## src/rtl/dsp48a1_mac_sequencer.sv

```systemverilog
// ---------------------------------------------------------------------------
// dsp48a1_mac_sequencer
//
// Dot-product controller for one DSP48A1 slice in multiply-accumulate mode.
// A command carries the vector length. The block then streams A/B sample pairs
// into the slice and waits out the slice pipeline. It returns the 48-bit
// accumulated P through a result handshake.
//
// Required slice strapping: A0REG=0 A1REG=1 B0REG=0 B1REG=1 MREG=1 PREG=1
// OPMODEREG=1 CARRYINREG=1 CARRYINSEL="OPMODE5" B_INPUT="DIRECT" RSTTYPE="SYNC".
//
// Parameters
//   LEN_W     width of cmd_len (max vector length 2**LEN_W-1)
//   SUBTRACT  1: accumulate P - A*B, 0: accumulate P + A*B
//
// Ports
//   CLK, RST            clock (rising edge), synchronous active-high reset
//   cmd_valid/ready     command handshake, cmd_len = number of pairs
//   s_valid/ready       sample-pair handshake, s_a/s_b signed 18-bit
//   r_valid/ready       result handshake, r_data = accumulated P
//   busy                high whenever the sequencer is not idle
//   dsp_a, dsp_b        slice A/B inputs (combinational from s_a/s_b)
//   dsp_ce*             slice clock enables
//   dsp_opmode          slice OPMODE
//   dsp_rst             drives every slice RST* input
//   dsp_p               slice P output
// ---------------------------------------------------------------------------
module dsp48a1_mac_sequencer #(
  parameter int LEN_W    = 16,
  parameter bit SUBTRACT = 1'b0
) (
  input  logic                CLK,
  input  logic                RST,
  input  logic                cmd_valid,
  output logic                cmd_ready,
  input  logic [LEN_W-1:0]    cmd_len,
  input  logic                s_valid,
  output logic                s_ready,
  input  logic signed [17:0]  s_a,
  input  logic signed [17:0]  s_b,
  output logic                r_valid,
  input  logic                r_ready,
  output logic [47:0]         r_data,
  output logic                busy,
  output logic signed [17:0]  dsp_a,
  output logic signed [17:0]  dsp_b,
  output logic                dsp_cea,
  output logic                dsp_ceb,
  output logic                dsp_cem,
  output logic                dsp_cep,
  output logic                dsp_ceopmode,
  output logic                dsp_cecarryin,
  output logic [7:0]          dsp_opmode,
  output logic                dsp_rst,
  input  logic [47:0]         dsp_p
);

  typedef enum logic [1:0] {
    S_IDLE  = 2'd0,
    S_RUN   = 2'd1,
    S_DRAIN = 2'd2,
    S_DONE  = 2'd3
  } state_t;

  state_t           state;
  logic [LEN_W-1:0] cnt;
  logic             first;
  logic             rst_d;

  logic             cmd_fire;
  logic             s_fire;

  // Per-pair tag pipeline: _p0 marks the multiply cycle, _p1 the P-update cycle.
  logic             vld_p0;
  logic             first_p0;
  logic             vld_p1;

  // OPMODE for the multiply cycle of an issued pair.
  // Z = 0 for the first pair of a vector (clears the accumulator), Z = P
  // otherwise; X = M always. No pre-adder, carry-in 0, bit 7 picks add/sub.
  function automatic logic [7:0] opmode_sel(input logic issued, input logic is_first);
    logic [7:0] op;
    op = 8'h00;
    if (issued) begin
      op[7]   = SUBTRACT;
      op[3:2] = is_first ? 2'b00 : 2'b10;
      op[1:0] = 2'b01;
    end
    return op;
  endfunction

  // Handshake decode. Everything is forced low while RST is high, because the
  // state register only returns to IDLE at the next edge.
  assign cmd_ready = !RST && (state == S_IDLE);
  assign s_ready   = !RST && (state == S_RUN) && (cnt != '0);
  assign r_valid   = !RST && (state == S_DONE);
  assign busy      = !RST && (state != S_IDLE);

  assign cmd_fire  = cmd_valid && cmd_ready;
  assign s_fire    = s_valid && s_ready;

  // Slice data inputs pass straight through; A1/B1 inside the slice register them.
  assign dsp_a     = s_a;
  assign dsp_b     = s_b;

  // Slice control
  assign dsp_cea        = s_fire;
  assign dsp_ceb        = s_fire;
  assign dsp_cem        = !RST && vld_p0;
  assign dsp_cep        = !RST && vld_p1;
  assign dsp_opmode     = opmode_sel(!RST && vld_p0, first_p0);
  assign dsp_ceopmode   = !RST;
  assign dsp_cecarryin  = 1'b0;

  // Slice reset is stretched one cycle past RST so the slice sees a full
  // reset edge after ours.
  assign dsp_rst        = RST || rst_d;

  always_ff @(posedge CLK) begin
    rst_d <= RST;
  end

  always_ff @(posedge CLK) begin
    if (RST) begin
      state    <= S_IDLE;
      cnt      <= '0;
      first    <= 1'b0;
      vld_p0   <= 1'b0;
      first_p0 <= 1'b0;
      vld_p1   <= 1'b0;
      r_data   <= '0;
    end else begin
      // --- stage p0: pair accepted last cycle, M register loads ---
      vld_p0   <= s_fire;
      first_p0 <= s_fire && first;
      // --- stage p1: P register loads ---
      vld_p1   <= vld_p0;

      case (state)
        S_IDLE: begin
          if (cmd_fire) begin
            cnt <= cmd_len;
            if (cmd_len == '0) begin
              // Empty vector: report zero without touching the slice.
              r_data <= '0;
              state  <= S_DONE;
            end else begin
              first <= 1'b1;
              state <= S_RUN;
            end
          end
        end

        S_RUN: begin
          if (s_fire) begin
            cnt   <= cnt - LEN_W'(1);
            first <= 1'b0;
            if (cnt == LEN_W'(1)) begin
              state <= S_DRAIN;
            end
          end
        end

        S_DRAIN: begin
          // Both tag stages empty means the last CEP has fired and dsp_p
          // now holds the final sum.
          if (!vld_p0 && !vld_p1) begin
            r_data <= dsp_p;
            state  <= S_DONE;
          end
        end

        S_DONE: begin
          if (r_ready) begin
            state <= S_IDLE;
          end
        end

        default: begin
          state <= S_IDLE;
        end
      endcase
    end
  end

endmodule

```

## config.mk

```make
export PLATFORM = sky130hd
export DESIGN_NAME = dsp48a1_mac_sequencer
export DESIGN_NICKNAME = d
export VERILOG_FILES = /design/src/rtl/dsp48a1_mac_sequencer.sv
export SDC_FILE = /design/constraint.sdc
export NUM_CORES = 1
export LEC_CHECK = 0
export BUFFER_PORTS_ARGS = -buffer_cell sky130_fd_sc_hd__buf_2
export CAP_MARGIN = 10
export CORE_MARGIN = 2
export CORE_UTILIZATION = 35
export DETAILED_ROUTE_END_ITERATION = 10
export PLACE_DENSITY = 0.73
export SETUP_SLACK_MARGIN = 0.3
export SYNTH_ARGS = -nofsm -noshare
export SYNTH_HDL_FRONTEND = slang
export SYNTH_SLANG_ARGS = --single-unit
```

## constraint.sdc

```tcl
create_clock -name CLK -period 2.8 [get_ports CLK]
set_clock_uncertainty 0.15 [all_clocks]
set_input_delay 0.56 -clock CLK [delete_from_list [all_inputs] [get_ports CLK]]
set_output_delay 0.56 -clock CLK [all_outputs]
set_load 0.02 [all_outputs]
```

==> reports/metrics.cfg <==
[clocking]
clock_path_buffers = 2
cts_hold_buffers = 0
clkSlewWorstSetupHoldPaths_ns = 0.09
clk_latency_ns = 0.34
cts_inserted_buffers = 9
cts_tree = done
clock_sinks = 71
htreeDepth = 3
clock-root-buffer = clkbuf_8

[die]
fp-row-count = 38
chipHeight_um = 108.7
fp.dieW_um = 108.7
die-area_um2 = 11820
start_util_pct = 35.57
ios = 208
fp.coreArea_um2 = 10790

[finish]
syn2layout_area_growth_pct = 22.82
fin_nets = 675
antenna_cells = 0
fillers = 1058
layout-drive-gt1-share_pct = 35.10

[synth]
syn_avg_cell_area_um2 = 8.064
ys_seq_area_share_pct = 37.03
ys_types = 56
yosys_warnings = 0
synth_area_um2 = 3839
synthCells = 476
async_flop_share_pct = 0
yosys_register_bits = 71
ys.flop_type = dfxtp_1
synth-edff-count = 0

[global_routing]
grt_max_degree = 50
antenna_found_initial = 0
grt_overflow_total = 0
grt_pass1_wl_mm = 16.54
track_usage_pct = 17.78
grt_pass1_vias = 3469

[setup_path]
r2r_setup_slack_ns = 0.44
reg2reg_to = cnt[5]$_SDFFE_PP0P_
arrival_ns = 1.69
cp-start-kind = register
crit_fanout = 5
end_kind = output pin
crit_type = reg2out
ff2ff_path_depth = 7
required_ns = 2.09
r2r-start = state[0]$_SDFFE_PP0P_

[worst_hold_path]
hold_class = reg2reg
worstHoldEndpoint = r_data[38]$_SDFFE_PP0P_
worstHoldStart = r_data[38]$_SDFFE_PP0P_
whs_path_depth = 2

[routing]
vias_per_cell = 5.475
drt_iter0_drc = 301
remaining_drc_errors = 0
wirelength_mm = 10.86
first_pass_iters = 5
via_count = 3871
wl_per_cell_um = 15.36
ant_nets = 0

[job]
max_cap_viol_count = 0

[timing]
slew_viol_final = 0
worstMarginPinSlew_ns = 0.5585
fmax_mhz = 416.8
layout_min_cycle_time_ns = 2.399
relSlewSlack_pct = 62.62
rsz0062_at_grt = no
whs_ns = 0.3268
setup_viol = 0
fin_crit_sh_pct = 85.69
finalHoldViolations = 0
tns_ns = 0

[place]
place.detailed.hpwl_mm = 7.254
port_buffers = 128
routabilityCongestion = 0.8619

[pwr]
p_leak_nw = 1.957
ir_worst_vdd_mv = 0.4064
power.density_nw_per_um2 = 870.6

[run_status]
status = complete, no violations

-- registers in the layout, summed over array words and instances (netlist names) --
| name | count |
|---|---|
| r_data | 48 |
| cnt | 16 |
| state | 2 |
| first | 1 |
| first_p0 | 1 |
| rst_d | 1 |
| vld_p0 | 1 |
| vld_p1 | 1 |
-- cell usage after synthesis (3+ instances only) --
cell type	count	area, µm²
nor4_1	7	43.79
nand2_1	19	71.32
ha_1	8	100.1
o21ai_1	55	275.3
nor2_1	16	60.06
a2bb2oi_1	3	26.28
dfxtp_1	71	1421
buf_2	5	25.02
a41oi_1	3	26.28
nand4_1	53	331.6
o21ai_0	6	30.03
a211oi_1	7	52.55
inv_2	4	15.01
o32ai_1	5	43.79
o211ai_1	3	22.52
inv_1	14	52.55
nor2b_1	7	43.79
buf_4	46	345.3
clkbuf_1	31	116.4
a21oi_1	63	315.3
buf_1	3	11.26
-- what timing repair did --
item / 4_1_cts / 5_1_grt
buffers inserted: 3 / 11
setup endpoints to repair: 51 / 9
pin swaps: 0 / 6
gates resized for setup: 5 / 8
-- logic make-up after synthesis --
group | count (synthesis) | synth area share (%)
simple gates | 127 | 19.82
flops | 71 | 37.03
compound gates | 163 | 24.87
other cells | 1 | 0.09769
buf+inv | 104 | 15.03
fa+ha+maj | 8 | 2.608
mux | 2 | 0.5541
-- worst max-delay path by stage --
stage                               start                       to  depth (start not counted)
floorplan             cnt[0]$_SDFFE_PP0P_                  dsp_ceb                          7
global placement    state[0]$_SDFFE_PP0P_  r_data[44]$_SDFFE_PP0P_                          6
detailed placement  state[0]$_SDFFE_PP0P_  r_data[35]$_SDFFE_PP0P_                          6
CTS                 state[1]$_SDFFE_PP0P_                  dsp_cea                          6
global route          cnt[6]$_SDFFE_PP0P_                  dsp_cea                          5
finish                cnt[0]$_SDFFE_PP0P_                  dsp_cea                          7
-- cell usage in the layout (no fill, tap or decap), drive strengths merged, types with 3 or more instances in the layout --
cell type,n
a211oi,7
a21oi,63
a2bb2oi,3
a41oi,3
buf,155
clkbuf,10
clkinv,3
conb,7
dfxtp,71
ha,8
inv,18
nand2,19
nand4,53
nor2,16
nor2b,7
nor3,3
nor4,9
o211ai,3
o21ai,61
o32ai,5
or2,3
-- layer usage --
layer	global-route usage [%]	routed length, µm	vias up
met1	22.46	4607	1781
met2	28.35	5118	186
li1	-	-	1874
met5	0	0	-
met4	8.974	208	0
met3	4.124	921	30
-- area by class of cell --
class | count | area [µm²] | share of cell area, %
well taps | 140 | 175.2 | 3.716
clock inverters | 6 | 60.06 | 1.274
clock buffers | 10 | 137.6 | 2.919
flip-flops and latches | 71 | 1423 | 30.18
multi-input cells | 307 | 1963 | 41.64
inverters | 18 | 67.56 | 1.433
repair buffers | 155 | 888.4 | 18.84
-- where the power goes --
group	leakage (nW)	switching [W]	internal, W
combinational	1.28	0.00120	0.000835
sequential	0.575	0.000128	0.00112
clock	0.0981	0.000392	0.000431
total	1.96	0.00172	0.00239
-- critical path, stage by stage (launching register included) --
cell,delay (ns)
dfxtp_1,0.38
inv_2,0.08
ha_4,0.18
nor3b_2,0.15
nand4_1,0.16
nand2_1,0.11
inv_2,0.11
buf_2,0.18
-- through the flow --
| stage | setup WS, ns | util, % | cell area (µm²) | cells | total power [W] |
|---|---|---|---|---|---|
| final | 0.4007 | 43.68 | 4715 | 707 | 0.004104 |
| after global routing | 0.2591 | 43.68 | 4715 | 707 | 0.004373 |
| after CTS | 0.2275 | 42.21 | 4556 | 694 | 0.003901 |
| after detailed placement | 0.2534 | 39.97 | 4314 | 675 | 0.002981 |
| after global placement | 0.3464 | 39.97 | 4314 | 675 | 0.002946 |
| after floorplan | 0.5673 | - | 3861 | 482 | 0.002584 |
(Power assumes the default switching activity.)
